==> config.mk <==
export PLATFORM = sky130hd
export DESIGN_NAME = pinwheel_operand_fetch
export DESIGN_NICKNAME = d
export VERILOG_FILES = /design/src/rtl/pinwheel_operand_fetch.sv
export SDC_FILE = /design/constraint.sdc
export NUM_CORES = 1
export LEC_CHECK = 0
export ABC_AREA = 1
export BUFFER_PORTS_ARGS = -buffer_cell sky130_fd_sc_hd__buf_2
export CAP_MARGIN = 20
export CORE_AREA = 5 5 116 118
export DETAILED_ROUTE_END_ITERATION = 10
export DIE_AREA = 0 0 121 123
export PLACE_DENSITY = 0.59
export SLEW_MARGIN = 20
export SYNTH_ARGS = -nofsm -noshare
export SYNTH_HDL_FRONTEND = slang
export SYNTH_SLANG_ARGS = --single-unit
==> constraint.sdc <==
create_clock -name clk -period 1.55 [get_ports clk]
set_input_delay 0.2325 -clock clk [delete_from_list [all_inputs] [get_ports clk]]
set_output_delay 0.2325 -clock clk [all_outputs]
set_load 0.03 [all_outputs]
==> src/rtl/pinwheel_operand_fetch.sv <==
// Operand-fetch stage of the pinwheel barrel core.
// Maps {tid, rs} onto the dual-port regfile read addresses, absorbs the one-cycle
// RAM read latency in stage register S1, and routes writeback to the write port.
// Optional feature macro: PINWHEEL_OPFETCH_BYPASS_EN (same-edge writeback forwarding).
module pinwheel_operand_fetch #(
  parameter int unsigned reg_count    = 32,
  parameter int unsigned reg_width    = 32,
  parameter int unsigned thread_count = 4,
  localparam int unsigned reg_bits    = $clog2(reg_count),
  localparam int unsigned tid_bits    = $clog2(thread_count),
  localparam int unsigned addr_bits   = reg_bits + tid_bits
) (
  input  logic                 clk,
  input  logic                 rst_n,
  // issue side
  input  logic                 in_valid,
  output logic                 in_ready,
  input  logic [tid_bits-1:0]  in_tid,
  input  logic [reg_bits-1:0]  in_rs1,
  input  logic [reg_bits-1:0]  in_rs2,
  input  logic [31:0]          in_pc,
  // operand output
  output logic                 out_valid,
  input  logic                 out_ready,
  output logic [tid_bits-1:0]  out_tid,
  output logic [31:0]          out_pc,
  output logic [reg_width-1:0] out_rs1_data,
  output logic [reg_width-1:0] out_rs2_data,
  // writeback
  input  logic                 wb_valid,
  input  logic [tid_bits-1:0]  wb_tid,
  input  logic [reg_bits-1:0]  wb_rd,
  input  logic [reg_width-1:0] wb_data,
  // regfile ports
  output logic [addr_bits-1:0] raddr0,
  output logic [addr_bits-1:0] raddr1,
  input  logic [reg_width-1:0] rdata0,
  input  logic [reg_width-1:0] rdata1,
  output logic [addr_bits-1:0] waddr,
  output logic [reg_width-1:0] wdata,
  output logic                 wren
);

  typedef enum logic {StEmpty, StFull} state_e;

  state_e state_q, state_d;

  logic                 s1_valid;
  logic [tid_bits-1:0]  s1_tid;
  logic [31:0]          s1_pc;
  logic [reg_bits-1:0]  s1_rs1;
  logic [reg_bits-1:0]  s1_rs2;
  logic [addr_bits-1:0] raddr0_q;
  logic [addr_bits-1:0] raddr1_q;
  logic                 accept;
  logic                 read_issued;
  logic [reg_width-1:0] op0_raw;
  logic [reg_width-1:0] op1_raw;

  assign s1_valid    = (state_q == StFull);
  // Held low during reset so nothing is accepted (and raddr stays 0) until release.
  assign in_ready    = rst_n && (!s1_valid || out_ready);
  assign accept      = in_valid && in_ready;
  // Every edge with an accept or a held entry issues a RAM read.
  assign read_issued = accept || s1_valid;

  // Next-state logic for the S1 occupancy FSM.
  always_comb begin
    state_d = state_q;
    case (state_q)
      StEmpty: if (accept) state_d = StFull;
      StFull: begin
        if (accept)         state_d = StFull;
        else if (out_ready) state_d = StEmpty;
      end
      default: state_d = StEmpty;
    endcase
  end

  // S1 occupancy state register.
  always_ff @(posedge clk or negedge rst_n) begin
    if (!rst_n) state_q <= StEmpty;
    else        state_q <= state_d;
  end

  // S1 payload loads on accept; cleared by reset so operands read as 0.
  always_ff @(posedge clk or negedge rst_n) begin
    if (!rst_n) begin
      s1_tid <= '0;
      s1_pc  <= '0;
      s1_rs1 <= '0;
      s1_rs2 <= '0;
    end else if (accept) begin
      s1_tid <= in_tid;
      s1_pc  <= in_pc;
      s1_rs1 <= in_rs1;
      s1_rs2 <= in_rs2;
    end
  end

  // Read addresses: new instruction on accept, re-read of S1 while held, else hold.
  always_comb begin
    raddr0 = raddr0_q;
    raddr1 = raddr1_q;
    if (accept) begin
      raddr0 = {in_tid, in_rs1};
      raddr1 = {in_tid, in_rs2};
    end else if (s1_valid) begin
      raddr0 = {s1_tid, s1_rs1};
      raddr1 = {s1_tid, s1_rs2};
    end
  end

  // Remember the last presented address so an idle stage keeps it stable.
  always_ff @(posedge clk or negedge rst_n) begin
    if (!rst_n) begin
      raddr0_q <= '0;
      raddr1_q <= '0;
    end else begin
      raddr0_q <= raddr0;
      raddr1_q <= raddr1;
    end
  end

  // Write port: x0 writes are dropped and nothing is written while in reset.
  always_comb begin
    wren  = wb_valid && (wb_rd != '0) && rst_n;
    waddr = rst_n ? {wb_tid, wb_rd} : '0;
    wdata = wb_data;
  end

`ifdef PINWHEEL_OPFETCH_BYPASS_EN
  logic                 byp0_q, byp1_q;
  logic [reg_width-1:0] bdata0_q, bdata1_q;
  logic                 match0, match1;

  // RAM returns old data on read-during-write, so capture the write on that edge.
  assign match0 = wren && (waddr == raddr0);
  assign match1 = wren && (waddr == raddr1);

  // Bypass flags follow every issued read; a re-read without a match clears them.
  always_ff @(posedge clk or negedge rst_n) begin
    if (!rst_n) begin
      byp0_q   <= 1'b0;
      byp1_q   <= 1'b0;
      bdata0_q <= '0;
      bdata1_q <= '0;
    end else if (read_issued) begin
      byp0_q <= match0;
      byp1_q <= match1;
      if (match0) bdata0_q <= wdata;
      if (match1) bdata1_q <= wdata;
    end
  end

  // Pick forwarded data over the RAM result when flagged.
  always_comb begin
    op0_raw = byp0_q ? bdata0_q : rdata0;
    op1_raw = byp1_q ? bdata1_q : rdata1;
  end
`else
  logic unused_read_issued;
  assign unused_read_issued = read_issued;

  // Without forwarding the operands come straight from the RAM.
  always_comb begin
    op0_raw = rdata0;
    op1_raw = rdata1;
  end
`endif

  // Output mux: x0 always reads as zero.
  always_comb begin
    out_valid    = s1_valid;
    out_tid      = s1_tid;
    out_pc       = s1_pc;
    out_rs1_data = (s1_rs1 == '0) ? '0 : op0_raw;
    out_rs2_data = (s1_rs2 == '0) ? '0 : op1_raw;
  end

endmodule

== After elaboration in Yosys (flattened, before gate mapping) ==
Index checks and enable logic that the tools add are counted.

* Register bits: 59
* Latch bits: 0
* Bits in writable memories: 0
* Bits in read-only memories: 0
* Bits of input ports: 152
* Output and inout bits: 154
* Memories kept: 0

* Add/sub/neg operators: 0
* $mul: 0
* Div/mod/pow operators: 0
* Order comparisons: 0
* Eq/ne operators: 0
* Shift operators: 0
* Muxes and demuxes: 11
* Bitwise gates (word level): 1
* Reductions and logical operators: 9

{| class="wikitable"
|+ Operators with widths
! cell !! number
|-
| $mux W32 || 2
|-
| $mux W7 || 5
|-
| $logic_not A5 Y1 || 2
|-
| $reduce_bool A5 Y1 || 1
|-
| $logic_and A1 B1 Y1 || 4
|-
| $mux W1 || 3
|-
| $pmux W1 S2 || 1
|-
| $logic_not A1 Y1 || 1
|-
| $logic_or A1 B1 Y1 || 1
|-
| $not A1 Y1 || 1
|}

== Logic depth before layout (Yosys ltp) ==
* Depth after elaboration: 6
* Gate-level depth with buffers: 7
* Gate-level depth less buffers: 5

== Worst setup path after synthesis ==
Ideal clock, no wire load.

* Path kind: reg2out
* Start point: register state_q (netlist: out_valid)
* End point: output in_ready
* Data arrival time: 1,566 ps
* Data required time: 1,317 ps
* Setup slack: -248 ps
* Stages on the path, launching flop included: 4
* Cells stage by stage: dfrtp_1 buf_6 clkbuf_1 a21boi_0

* Word-level cells in the longest chain between the ends: 3

{| class="wikitable"
|+ RTL lines
! element !! line !! source
|-
| from (decl) || 46 || <nowiki>state_e state_q, state_d;</nowiki>
|-
| from (signal assigned) || 82 || <nowiki>if (!rst_n) state_q <= StEmpty;</nowiki>
|-
| from (signal assigned) || 83 || <nowiki>else state_q <= state_d;</nowiki>
|-
| $logic_not A1 Y1 || 62 || <nowiki>assign in_ready = rst_n && (!s1_valid || out_ready);</nowiki>
|-
| $logic_or A1 B1 Y1 || 62 ||
|-
| $logic_and A1 B1 Y1 || 62 ||
|-
| to (decl) || 17 || <nowiki>output logic in_ready,</nowiki>
|}

No other way between the ends.

== Worst setup path after layout ==
* Start point: register s1_rs1[0]
* End point: output out_rs1_data[8]

* Word-level cells in the longest chain between the ends: 2

{| class="wikitable"
|+ RTL lines
! element !! line !! source
|-
| from (decl) || 51 || <nowiki>logic [reg_bits-1:0] s1_rs1;</nowiki>
|-
| from (signal assigned) || 96 || <nowiki>s1_rs1 <= in_rs1;</nowiki>
|-
| $logic_not A5 Y1 || 177 || <nowiki>out_rs1_data = (s1_rs1 == '0) ? '0 : op0_raw;</nowiki>
|-
| $mux W32 || 177 ||
|-
| to (decl) || 27 || <nowiki>output logic [reg_width-1:0] out_rs1_data,</nowiki>
|}

No other way between the ends.

==> summary.md <==
| Metric | Value |
|---|---|
| Status | `finished, violations left` |
| Failing checks | `setup timing` |
| Critical Path Sink | `out_rs1_data[8]` |
| Req. time, crit path | `approximately 1.3 ns` |
| Placed cell area | `roughly 4700 um2` |
| Synthesized Nets | `633` |
| Post-Synth Adder-Cell Area | `0%` |
| Post-Place Cells | `around 860` |
| Crit. path cell count | `7` |
| Largest net degree at the start of global routing | `35` |
| Synth Warn # | `0` |
| Fin cells | `between 900 and 1000` |
| PortBufs | `241` |
| Worst path bufs/invs | `4` |
| Post-synthesis simple-gate area fraction | `32.6%` |
| Slowest-stage cell, CP | `dfrtp_1` |
| Post-synth design cell area | `between 3000 and 4000 um2` |
| Share of cells above drive strength 1 | `63.9%` |
| DIE HEIGHT | `123 um` |
| CP startpoint kind | `register` |
| DRT antenna net count | `0` |
| Mapped Avg Cell Area | `7.06 um2` |
| Start of the worst register-to-register path | `out_valid` |
| Max-slew headroom | `between 70% and 80%` |
| R2R setup slack | `about 0.17 ns` |
| Die W | `around 120 um` |
| Worst setup startpoint | `s1_rs1[0]` |
| Static leakage | `3.75 nW` |
| Layout area overhead | `89.1%` |
| # clock sinks | `59` |
| H-tree depth | `3` |
| GRT Overall Usage | `15.9%` |
| Sequential Power Share | `about a quarter` |
| Remaining DRCs | `0` |
| Critical-path cell list | `nor2_1 -> nand3b_1 -> buf_6 -> clkbuf_16 -> nand2_2 -> inv_1 -> buf_6` |
| Core Region | `about 12000 um2` |
| Row count | `between 40 and 50` |
| Combinational power share | `about 45%` |
| Worst-Skew Late Latency | `roughly 0.33 ns` |
| Die ar. | `14900 um2` |
| Min-Delay Path Class | `in -> async` |
| Post-synthesis compound-gate area fraction | `2.28%` |
| Ports | `306` |
| Crit path DAT | `1.50 ns` |
| Clock buffer depth | `2` |
| WS Path Type | `reg -> out` |
| Fin nets | `887` |
| DR pass1 iterations | `4` |
| Switching pwr | `approximately 2.8 mW` |
| Cell-internal power | `between 4 and 5 mW` |
| Max-Cap Viols | `0` |
| Sw Share | `between 30% and 40%` |
| Layout Skew | `about 0.0060 ns` |
| Cell family with most CP delay | `buffers and inverters` |
| Setup_tns | `-11.41 ns` |
| Initial DRC Count | `between 150 and 200` |
| Average wire per standard cell | `around 15 um` |
| Initial antenna violation count | `0` |
| Clock-pin slew on the worst setup and hold paths | `0.05 ns` |
| Min Clock Period, post-route | `1.73 ns` |
| Clk pwr share | `just under 30%` |
| Power Dens Cells | `1170 nW/um2` |
| Worst setup EP type | `output port` |
| Worst hold margin | `roughly 0.036 ns` |
| RSZ-0062 raised after global routing | `yes` |
| CTS tree | `yes` |
| Seq cells post-synth | `59` |
| Total CTS buffers | `9` |
| Largest stage delay on the critical path | `between 0.3 and 0.4 ns` |
| Synth Area in XOR/XNOR | `0%` |
| Tightest Pin Transition | `approximately 0.42 ns` |
| Netlist cell types | `14` |
| Final Max Tran Viols | `0` |
| Reg2reg path depth | `7` |
| Final period util | `112%` |
| First-pass GRT wire length | `approximately 19000 um` |
| Final WS setup | `-0.185 ns` |
| Setup-failing EPs final | `~80` |
| Largest family of logic cells by synthesized area | `simple AND/OR/NAND/NOR gates` |
| Via density | `about 4.3` |
| Vias in the first global route | `3638` |
| CTS root buffer | `clkbuf_16` |
| CP max FO | `8` |
| Fin area | `between 6000 and 7000 um2` |
| Mux contribution to synthesized area | `0%` |
| Vias | `around 3900` |
| Placer Congestion | `between 0.7 and 0.8` |
| Initial core utilization | `~27%` |
| Mapped Cells | `around 480` |
| Seq/Total Area, Yosys | `between 40% and 50%` |
| Critical path's most frequent cell | `buf_6` |
| RR Endpoint | `s1_rs1[4]` |
| Hold Violations, Final | `0` |
| Fmax | `~580 MHz` |
| DPL Wire Length | `9200 um` |
| Grt total ovfl | `0` |
| Peak VDD IR | `around 0.00080 V` |
| Drt total wl | `about 14000 um` |
| ANT cells | `0` |
-- what timing repair did --
item,in CTS,in global routing
pin swaps,6,15
setup buffers,10,16
endpoints found under the setup margin,79,79
gates cloned,2,6
endpoints found under the hold margin,27,0
hold buffers,4,0
gates resized for setup,197,177
-- placed cells by master, fill, tap and decap left out, drive strengths merged --
cell type,instances
a21boi,1
nand2,203
buf,296
inv,88
nand4,44
nand3b,3
bufinv,2
dfrtp,59
clkinv,1
o21ai,14
nor2,6
dlygate4sd3,4
clkbuf,18
nand3,1
-- Yosys cell counts, drive strengths merged --
master / instances / area, um2
nor2: 6 / 22.5
dfrtp: 59 / 1480
a21boi: 1 / 7.51
o21ai: 14 / 70.1
nand3: 1 / 17.5
nand2: 203 / 769
clkbuf: 6 / 22.5
nand4: 44 / 275
inv: 88 / 330
buf: 56 / 382
nand3b: 3 / 22.5
-- cells by family (layout without fill, tap and decap cells) --
| group | after synthesis | after routing |
|---|---|---|
| buffers and inverters | 150 | 409 |
| flip-flops | 59 | 59 |
| AND/OR/NAND/NOR | 257 | 257 |
| AO/OA/AOI/OAI | 15 | 15 |
-- worst reg2reg max path, delay by kind of cell, from the launching register on --
family | cells | cell delay, ns
simple gates | 4 | 0.34
flops | 1 | 0.44
buf+inv | 3 | 0.47
-- worst min-delay path by stage --
stage	start	to	slack [ns]	depth (start not counted)
after floorplan	rst_n	out_pc[0]	-0.06	0
after global placement	rst_n	out_valid	0.08	1
final	rst_n	out_tid[0]	0.04	2
after CTS	rst_n	out_pc[22]	0.04	3
after detailed placement	rst_n	out_valid	0.07	1
after global routing	rst_n	out_pc[22]	0.06	3
-- registers in the layout, indices dropped and copies added, names as in the netlist --
register	cells
out_pc	32
out_tid	2
out_valid	1
raddr0_q	7
raddr1_q	7
s1_rs1	5
s1_rs2	5
-- cell type report --
class,instances,area (um2)
Fill cell,1142,5940
Tap cell,172,215
Timing Repair Buffer,305,2410
Clock buffer,13,270
Sequential cell,59,1480
Multi-Input combinational cell,272,1640
Inverter,88,330
Clock inverter,3,68.8
-- metrics by stage --
stage	worst slack [ns]	power (mW)	utilization (%)
detailed placement	0.130	4.28	37.8
global placement	0.141	4.29	37.8
floorplan	0.0146	3.60	-
global route	-0.255	7.91	51.9
finish	-0.185	7.53	51.9
CTS	-0.155	7.08	46.5
-- routing by layer --
layer | vias to the layer above | global-route usage [%] | wire length [um]
met3 | 16 | 8.46 | 1550
met2 | 196 | 26.7 | 7040
met5 | - | 0 | 0
li1 | 1932 | - | -
met1 | 1796 | 17.9 | 5050
met4 | 0 | 3.19 | 186
-- power groups by stage --
| stage | clock (mW) | combinational (mW) | sequential [mW] |
|---|---|---|---|
| final | 2.23 | 3.36 | 1.93 |
| after global routing | 2.38 | 3.57 | 1.96 |
| after CTS | 2.28 | 2.86 | 1.93 |
| after detailed placement | 0 | 2.33 | 1.95 |
| after global placement | 0 | 2.33 | 1.95 |
| after floorplan | 0 | 1.37 | 2.23 |
Power figures use the tool's default switching activity.
